==> src/rtl/id_ex_stage.sv <==
// id_ex_stage: instruction decode stage and ID/EX pipeline register for a
// five-stage MIPS-style pipeline.
//
// Decodes the IF/ID instruction, reads register operands (with writeback
// bypass), detects load-use hazards against the instruction currently in EX,
// and registers the decoded fields into the ID/EX boundary. A bubble is loaded
// on stall, on EX flush, or when IF/ID is empty. A saturating counter tracks
// the number of stall cycles.
//
// Ports:
//   clk, rst                       clock, synchronous active-high reset
//   i_instr, i_pc_plus4, i_valid   IF/ID contents
//   o_rs_addr, o_rt_addr           register-file read addresses (combinational)
//   i_data_rs, i_data_rt           register-file read data
//   i_wb_we, i_wb_addr, i_wb_data  writeback port, bypassed into operand reads
//   i_ex_flush                     taken branch in EX; kill the ID instruction
//   o_stall                        load-use stall (combinational)
//   o_valid ... o_branch           registered ID/EX fields
//   o_stall_cnt                    saturating stall-cycle count
module id_ex_stage #(
    parameter int CNT_W = 16
) (
    input  logic             clk,
    input  logic             rst,
    input  logic [31:0]      i_instr,
    input  logic [31:0]      i_pc_plus4,
    input  logic             i_valid,
    output logic [4:0]       o_rs_addr,
    output logic [4:0]       o_rt_addr,
    input  logic [31:0]      i_data_rs,
    input  logic [31:0]      i_data_rt,
    input  logic             i_wb_we,
    input  logic [4:0]       i_wb_addr,
    input  logic [31:0]      i_wb_data,
    input  logic             i_ex_flush,
    output logic             o_stall,
    output logic             o_valid,
    output logic [31:0]      o_rs_data,
    output logic [31:0]      o_rt_data,
    output logic [31:0]      o_imm,
    output logic [4:0]       o_rs,
    output logic [4:0]       o_rt,
    output logic [4:0]       o_dst,
    output logic [31:0]      o_pc_plus4,
    output logic [5:0]       o_opcode,
    output logic [5:0]       o_funct,
    output logic             o_reg_write,
    output logic             o_mem_read,
    output logic             o_mem_write,
    output logic             o_mem_to_reg,
    output logic             o_alu_src,
    output logic             o_branch,
    output logic [CNT_W-1:0] o_stall_cnt
);

    localparam logic [5:0] OP_RTYPE = 6'h00;
    localparam logic [5:0] OP_BEQ   = 6'h04;
    localparam logic [5:0] OP_ADDI  = 6'h08;
    localparam logic [5:0] OP_ANDI  = 6'h0C;
    localparam logic [5:0] OP_ORI   = 6'h0D;
    localparam logic [5:0] OP_LUI   = 6'h0F;
    localparam logic [5:0] OP_LW    = 6'h23;
    localparam logic [5:0] OP_SW    = 6'h2B;

    // Instruction fields
    logic [5:0]  opcode;
    logic [4:0]  rs_f, rt_f, rd_f;
    logic [15:0] imm16;

    assign opcode = i_instr[31:26];
    assign rs_f   = i_instr[25:21];
    assign rt_f   = i_instr[20:16];
    assign rd_f   = i_instr[15:11];
    assign imm16  = i_instr[15:0];

    assign o_rs_addr = rs_f;
    assign o_rt_addr = rt_f;

    // Decoded (pre-register) controls
    logic [4:0]  dec_dst;
    logic        dec_reg_write, dec_mem_read, dec_mem_write;
    logic        dec_mem_to_reg, dec_alu_src, dec_branch;
    logic        dec_uses_rt;
    logic [31:0] dec_imm;

    always_comb begin
        dec_dst        = 5'd0;
        dec_reg_write  = 1'b0;
        dec_mem_read   = 1'b0;
        dec_mem_write  = 1'b0;
        dec_mem_to_reg = 1'b0;
        dec_alu_src    = 1'b0;
        dec_branch     = 1'b0;
        dec_uses_rt    = 1'b0;
        dec_imm        = 32'd0;
        unique case (opcode)
            OP_RTYPE: begin
                dec_dst       = rd_f;
                dec_reg_write = 1'b1;
                dec_uses_rt   = 1'b1;
            end
            OP_ADDI: begin
                dec_dst       = rt_f;
                dec_reg_write = 1'b1;
                dec_alu_src   = 1'b1;
                dec_imm       = {{16{imm16[15]}}, imm16};
            end
            OP_ANDI, OP_ORI: begin
                dec_dst       = rt_f;
                dec_reg_write = 1'b1;
                dec_alu_src   = 1'b1;
                dec_imm       = {16'h0, imm16};
            end
            OP_LUI: begin
                dec_dst       = rt_f;
                dec_reg_write = 1'b1;
                dec_alu_src   = 1'b1;
                dec_imm       = {imm16, 16'h0};
            end
            OP_LW: begin
                dec_dst        = rt_f;
                dec_reg_write  = 1'b1;
                dec_mem_read   = 1'b1;
                dec_mem_to_reg = 1'b1;
                dec_alu_src    = 1'b1;
                dec_imm        = {{16{imm16[15]}}, imm16};
            end
            OP_SW: begin
                dec_mem_write = 1'b1;
                dec_alu_src   = 1'b1;
                dec_uses_rt   = 1'b1;
                dec_imm       = {{16{imm16[15]}}, imm16};
            end
            OP_BEQ: begin
                dec_branch  = 1'b1;
                dec_uses_rt = 1'b1;
                dec_imm     = {{16{imm16[15]}}, imm16};
            end
            default: ;
        endcase
        // Writes to $0 are architecturally dropped; clear the enable so EX/WB
        // never see a live write to the zero register.
        if (dec_dst == 5'd0)
            dec_reg_write = 1'b0;
    end

    // Registered state
    logic             valid_q, valid_d;
    logic [31:0]      rs_data_q, rs_data_d;
    logic [31:0]      rt_data_q, rt_data_d;
    logic [31:0]      imm_q, imm_d;
    logic [4:0]       rs_q, rs_d;
    logic [4:0]       rt_q, rt_d;
    logic [4:0]       dst_q, dst_d;
    logic [31:0]      pc_plus4_q, pc_plus4_d;
    logic [5:0]       opcode_q, opcode_d;
    logic [5:0]       funct_q, funct_d;
    logic             reg_write_q, reg_write_d;
    logic             mem_read_q, mem_read_d;
    logic             mem_write_q, mem_write_d;
    logic             mem_to_reg_q, mem_to_reg_d;
    logic             alu_src_q, alu_src_d;
    logic             branch_q, branch_d;
    logic [CNT_W-1:0] stall_cnt_q, stall_cnt_d;

    logic stall;
    logic bubble;

    // Load-use hazard: the load in EX produces its data too late for this
    // instruction. rt only counts as a source for R-type, SW and BEQ.
    always_comb begin
        stall = i_valid && valid_q && mem_read_q && (dst_q != 5'd0)
                && ((dst_q == rs_f) || (dec_uses_rt && (dst_q == rt_f)))
                && !i_ex_flush;
    end

    assign bubble  = stall || i_ex_flush || !i_valid;
    assign o_stall = stall;

    always_comb begin
        // Writeback bypass covers the same-cycle register-file write.
        rs_data_d = (i_wb_we && (i_wb_addr != 5'd0) && (i_wb_addr == rs_f))
                    ? i_wb_data : i_data_rs;
        rt_data_d = (i_wb_we && (i_wb_addr != 5'd0) && (i_wb_addr == rt_f))
                    ? i_wb_data : i_data_rt;
        imm_d        = dec_imm;
        rs_d         = rs_f;
        rt_d         = rt_f;
        pc_plus4_d   = i_pc_plus4;
        opcode_d     = opcode;
        funct_d      = i_instr[5:0];
        valid_d      = !bubble;
        dst_d        = bubble ? 5'd0 : dec_dst;
        reg_write_d  = !bubble && dec_reg_write;
        mem_read_d   = !bubble && dec_mem_read;
        mem_write_d  = !bubble && dec_mem_write;
        mem_to_reg_d = !bubble && dec_mem_to_reg;
        alu_src_d    = !bubble && dec_alu_src;
        branch_d     = !bubble && dec_branch;

        stall_cnt_d = stall_cnt_q;
        if (stall && (stall_cnt_q != {CNT_W{1'b1}}))
            stall_cnt_d = stall_cnt_q + CNT_W'(1);
    end

    always_ff @(posedge clk) begin
        if (rst) begin
            valid_q      <= 1'b0;
            rs_data_q    <= 32'd0;
            rt_data_q    <= 32'd0;
            imm_q        <= 32'd0;
            rs_q         <= 5'd0;
            rt_q         <= 5'd0;
            dst_q        <= 5'd0;
            pc_plus4_q   <= 32'd0;
            opcode_q     <= 6'd0;
            funct_q      <= 6'd0;
            reg_write_q  <= 1'b0;
            mem_read_q   <= 1'b0;
            mem_write_q  <= 1'b0;
            mem_to_reg_q <= 1'b0;
            alu_src_q    <= 1'b0;
            branch_q     <= 1'b0;
            stall_cnt_q  <= '0;
        end else begin
            valid_q      <= valid_d;
            rs_data_q    <= rs_data_d;
            rt_data_q    <= rt_data_d;
            imm_q        <= imm_d;
            rs_q         <= rs_d;
            rt_q         <= rt_d;
            dst_q        <= dst_d;
            pc_plus4_q   <= pc_plus4_d;
            opcode_q     <= opcode_d;
            funct_q      <= funct_d;
            reg_write_q  <= reg_write_d;
            mem_read_q   <= mem_read_d;
            mem_write_q  <= mem_write_d;
            mem_to_reg_q <= mem_to_reg_d;
            alu_src_q    <= alu_src_d;
            branch_q     <= branch_d;
            stall_cnt_q  <= stall_cnt_d;
        end
    end

    assign o_valid      = valid_q;
    assign o_rs_data    = rs_data_q;
    assign o_rt_data    = rt_data_q;
    assign o_imm        = imm_q;
    assign o_rs         = rs_q;
    assign o_rt         = rt_q;
    assign o_dst        = dst_q;
    assign o_pc_plus4   = pc_plus4_q;
    assign o_opcode     = opcode_q;
    assign o_funct      = funct_q;
    assign o_reg_write  = reg_write_q;
    assign o_mem_read   = mem_read_q;
    assign o_mem_write  = mem_write_q;
    assign o_mem_to_reg = mem_to_reg_q;
    assign o_alu_src    = alu_src_q;
    assign o_branch     = branch_q;
    assign o_stall_cnt  = stall_cnt_q;

endmodule
==> config.mk <==
export PLATFORM = sky130hd
export DESIGN_NAME = id_ex_stage
export DESIGN_NICKNAME = d
export VERILOG_FILES = /design/src/rtl/id_ex_stage.sv
export SDC_FILE = /design/constraint.sdc
export NUM_CORES = 1
export LEC_CHECK = 0
export CORE_AREA = 2 2 162 164
export DETAILED_ROUTE_END_ITERATION = 16
export DIE_AREA = 0 0 164 166
export HOLD_SLACK_MARGIN = 0.06
export PLACE_DENSITY = 0.65
export SYNTH_ARGS = -nofsm -noshare
export SYNTH_HDL_FRONTEND = slang
export SYNTH_SLANG_ARGS = --single-unit
export TNS_END_PERCENT = 20
==> constraint.sdc <==
create_clock -name clk -period 7.4 [get_ports clk]
set_clock_uncertainty 0.15 [all_clocks]
set_input_delay 1.85 -clock clk [delete_from_list [all_inputs] [get_ports clk]]
set_output_delay 1.85 -clock clk [all_outputs]
set_load 0.005 [all_outputs]
# Word-level counts from Yosys, hierarchy flattened
# Cells that the tools add are included.
[totals]
ff_bits = 177
latchBits = 0
mem_bits_rw = 0
mem_bits_ro = 0
inputBits = 170
out_inout_bits = 189
n_memories = 0
[op_classes]
n_addsub = 1
n_mul = 0
div_mod_pow = 0
n_lt_le_gt_ge = 0
eq_ne = 12
shift = 0
muxes = 11
n_bitwise = 0
reduce_logical = 32
[ops]
columns = ["op", "n"]
rows = [
  ["one-hot mux 32 bit (3 select lines)", 1],
  ["two-way mux 32 bit", 2],
  ["== test 6 x 4 -> 1 bit (second input constant)", 4],
  ["== test 5 bit", 4],
  ["adder 16 x 1 -> 16 bit (second input constant)", 1],
  ["inequality test 16 bit (second input constant)", 1],
  ["logical AND 1 bit", 15],
  ["== test 6 bit (second input constant)", 2],
  ["OR reduction 6 bit", 2],
  ["one-hot mux 5 bit (2 select lines)", 1],
  ["nonzero test 5 bit", 2],
  ["two-way mux 1 bit", 7],
  ["== test 6 x 3 -> 1 bit (second input constant)", 1],
  ["zero test 6 bit", 1],
  ["zero test 5 bit", 1],
  ["OR reduction 5 bit", 1],
  ["OR reduction 2 bit", 2],
  ["OR reduction 4 bit", 1],
  ["zero test 1 bit", 3],
  ["logical OR 1 bit", 3],
  ["OR reduction 3 bit", 1],
]

# Depth between registers and ports, before layout
[logic_depth]
depth_word = 11
ltp_mapped = 9
ltp_nobuf = 6

# Least setup slack after synthesis
# Ideal clock, no wire load.
[synth_path]
path_type = "input -> output"
startpoint = "input port i_instr[28]"
endpoint = "output port o_stall"
arrival_time_ns = 3.395
required_ns = 5.400
slack_ns = 2.005
cell_stages = 8
path_buffers = 3
path_cell_list = "buf_2 > and4b_1 > buf_2 > a2bb2oi_1 > or4_1 > a211o_1 > clkbuf_1 > inv_1"
[synth_via]
elab_chain_cells = 7
word_cells_on_any_way = 9
cone_classes = "2 x eq/ne; 1 x mux; 6 x reduce/logical"
[synth_lines]
columns = ["element", "line", "text"]
rows = [
  ["start, declared", "25", "input logic [31:0] i_instr,"],
  ["== test 6 x 3 -> 1 bit (tied with other cells)", "96", "unique case (opcode)"],
  ["OR reduction 3 bit (no source line) (*)", "n/a", ""],
  ["two-way mux 1 bit (*)", "96", ""],
  ["logical AND 1 bit (*)", "173", "&& ((dst_q == rs_f) || (dec_uses_rt && (dst_q == rt_f)))"],
  ["logical OR 1 bit (*)", "173", ""],
  ["logical AND 1 bit (*)", "173", ""],
  ["logical AND 1 bit (*)", "174", "&& !i_ex_flush;"],
  ["end, declared", "36", "output logic o_stall,"],
]
# Every way passes the cells marked *; elsewhere a longest branch is shown, timed or not.

# Worst setup path in the final report
[layout_path]
startpoint = "input port i_instr[29]"
endpoint = "output port o_stall"
# The elaborated chain is that of the path after synthesis.

==> flow_metrics.py <==
metrics = {
    "status": {
        "status": "complete, no violations",
    },
    "routing": {
        "drc_errors": 0,
        "wl_per_cell_um": 16.1,
        "dr.pass1.iters": 4,
        "wirelength_um": 21100,
        "num_vias": 5646,
        "avgViaCountPerCell": 4.31,
        "drtIter0Drc": 240,
        "ant_nets": 0,
    },
    "final_layout": {
        "nNetsFinal": 1131,
        "final_cells": 1309,
        "layout_commonest_cell": "clkdlybuf4s50_1",
        "final_cell_mix": "357 x clkdlybuf4s50_1, 177 x dfxtp_1, 86 x nor2_1",
        "synthToLayoutAreaGrowth_pct": 70.9,
        "layout-drive-gt1-share": 0.0493,
    },
    "power_and_ir_drop": {
        "leakage_nw": 3.82,
        "vdd_drop_max_mv": 0.138,
        "powerDensity_nw_per_um2": 204,
    },
    "cts": {
        "clk_latency_ps": 420,
        "tritoncts": "done",
        "clockBufferDepth": 2,
        "cts_num_sinks": 177,
        "htreeDepth": 4,
        "path_clk_slew_ps": 70,
        "cts_root_buf": "clkbuf_16",
        "cts_resized": 0,
        "numCtsBuffers": 17,
        "post-cts-setup-buffers": 0,
        "postCtsHoldBufs": 0,
    },
    "yosys": {
        "synth_edf_count": 0,
        "seq_area_frac_synth": 0.565,
        "synth-async-reset-ratio": 0,
        "synth_flop_cell": "dfxtp_1",
        "synth_area_per_cell_um2": 10.1,
        "synth-seq-cells": 177,
        "postSynthCellCount": 622,
        "syn_area_um2": 6270,
        "synth_cell_types": 42,
        "yosysWarnings": 0,
        "syn_nets": 793,
    },
    "global_route": {
        "grt_pass1_vias": 5724,
        "grt_antenna_before_repair": 2,
        "grt_overflow": 0,
        "grt_max_degree": 72,
        "grt_pass1_wl_um": 31900,
        "grt_util_all_layers": 0.152,
    },
    "die": {
        "die_h_um": 166,
        "start_util": 0.245,
        "die-area_um2": 27200,
        "rows": 59,
        "coreArea_um2": 25600,
        "die_x_um": 164,
        "ios": 359,
    },
    "critical_path": {
        "r2r-start": "o_dst[4]$_SDFF_PP0_",
        "start_kind": "primary input",
        "required_ps": 5400,
        "r2r-end": "o_stall_cnt[15]$_SDFFE_PP0P_",
        "rr_worst_depth": 7,
        "critical_path_class": "in -> out",
        "cp-end-kind": "output pin",
        "r2r_setup_slack_ps": 4540,
        "arrival_ps": 4580,
        "crit_fanout": 13,
    },
    "timing": {
        "fin_tns_setup_ps": 0,
        "tightestPinTransition_ps": 1120,
        "fin_crit_ps": 6580,
        "whs_ps": 344,
        "period_share": 0.890,
        "fmax_mhz": 152,
        "setup_ws_ps": 816,
        "rsz0062_at_grt": "no",
        "relSlewSlack": 0.254,
        "finalHoldViolations": 0,
        "setup-violations-final": 0,
        "slew_violations": 0,
    },
    "hold_path": {
        "holdPathStages": 2,
        "hp-start": "o_stall_cnt[11]$_SDFFE_PP0P_",
        "hold_end": "o_stall_cnt[11]$_SDFFE_PP0P_",
        "min_path_type": "reg -> reg",
    },
    "place": {
        "dp_cells": 1276,
        "routabilityCongestion": 0.776,
        "place_worst_setup_slack_ps": 814,
        "portBuffers": 358,
        "hpwl_um": 16200,
    },
    "run": {
        "drv_cap": 0,
    },
}
## area by class of cell
type | count | area (um2)
diodes | 1 | 2.50
clock buffers | 19 | 453
clock inverters | 13 | 144
fillers | 2497 | 14900
inverters | 4 | 15.0
multi-input cells | 395 | 2500
flip-flops and latches | 177 | 3540
well taps | 335 | 419
repair buffers | 365 | 3630
## metrics by stage
| stage | power (mW) | utilization | cell area (um2) |
|---|---|---|---|
| finish | 2.18 | 0.418 | 10700 |
| global route | 2.28 | 0.418 | 10700 |
| CTS | 2.22 | 0.418 | 10700 |
| detailed placement | 1.29 | 0.395 | 10100 |
| global placement | 1.29 | 0.395 | 10100 |
| floorplan | 1.09 | - | 6270 |
## synth_stat cells, drive strengths merged, types with 2 or more instances
cell type | number | area share
dfxtp | 177 | 0.57
nor2 | 86 | 0.051
mux2i | 64 | 0.10
nor2b | 56 | 0.056
a21oi | 34 | 0.027
clkbuf | 29 | 0.017
nand2 | 24 | 0.014
o21ai | 19 | 0.015
and2 | 17 | 0.017
buf | 17 | 0.019
xnor2 | 12 | 0.017
or3 | 11 | 0.011
xor2 | 9 | 0.013
nand3 | 8 | 0.0064
nand4 | 7 | 0.0070
nor4 | 7 | 0.0070
or4 | 7 | 0.0084
a22oi | 5 | 0.0060
nor3 | 5 | 0.0040
inv | 4 | 0.0024
mux2 | 3 | 0.0054
o2111ai | 3 | 0.0042
and3 | 2 | 0.0020
and4 | 2 | 0.0028
## critical path, cell delays in order
cell and delay [ps]:
clkdlybuf4s50_1 630, or3_1 500, a2bb2oi_1 150, or4_1 460, a211o_1 400, inv_1 90, clkdlybuf4s50_1 500
## report_power, final
part	leakage, nW	switching (mW)	internal (mW)	total, mW
Sequential	1.46	0.00975	0.990	0.999
Clock	0.290	0.419	0.497	0.916
Combinational	2.07	0.0939	0.175	0.269
Total	3.82	0.523	1.66	2.18
## per-layer routing
layer / vias to the layer above / wire (um) / global-route usage
li1: 2760 / - / -
met1: 2626 / 8390 / 0.170
met2: 243 / 10500 / 0.271
met3: 15 / 1920 / 0.0572
met4: 2 / 240 / 0.0370
met5: - / 13 / 0
## worst max-delay path by stage
| stage | startpoint | to | slack [ps] | cells past startpoint |
|---|---|---|---|---|
| 4_1_cts | i_instr[29] | o_stall | 790 | 7 |
| 5_1_grt | i_instr[29] | o_stall | 710 | 7 |
| 3_5_place_dp | i_instr[29] | o_stall | 810 | 7 |
| 3_3_place_gp | i_instr[29] | o_stall | 840 | 7 |
| 2_1_floorplan | i_instr[28] | o_stall | 2010 | 8 |
| 6_report | i_instr[29] | o_stall | 820 | 7 |
## logic make-up (layout without fill, tap and decap cells)
family	count (synthesis)	in the layout	share of synthesized area
buffers and inverters	50	401	0.0383
AOI/OAI and AO/OA	66	66	0.0593
and+or+nand+nor	240	240	0.199
DFF	177	177	0.565
other	0	1	0
adders and majority gates	1	1	0.00199
xor gates and xnor gates	21	21	0.0293
muxes	67	67	0.108
Note: power is estimated with default switching activity, not from simulation.
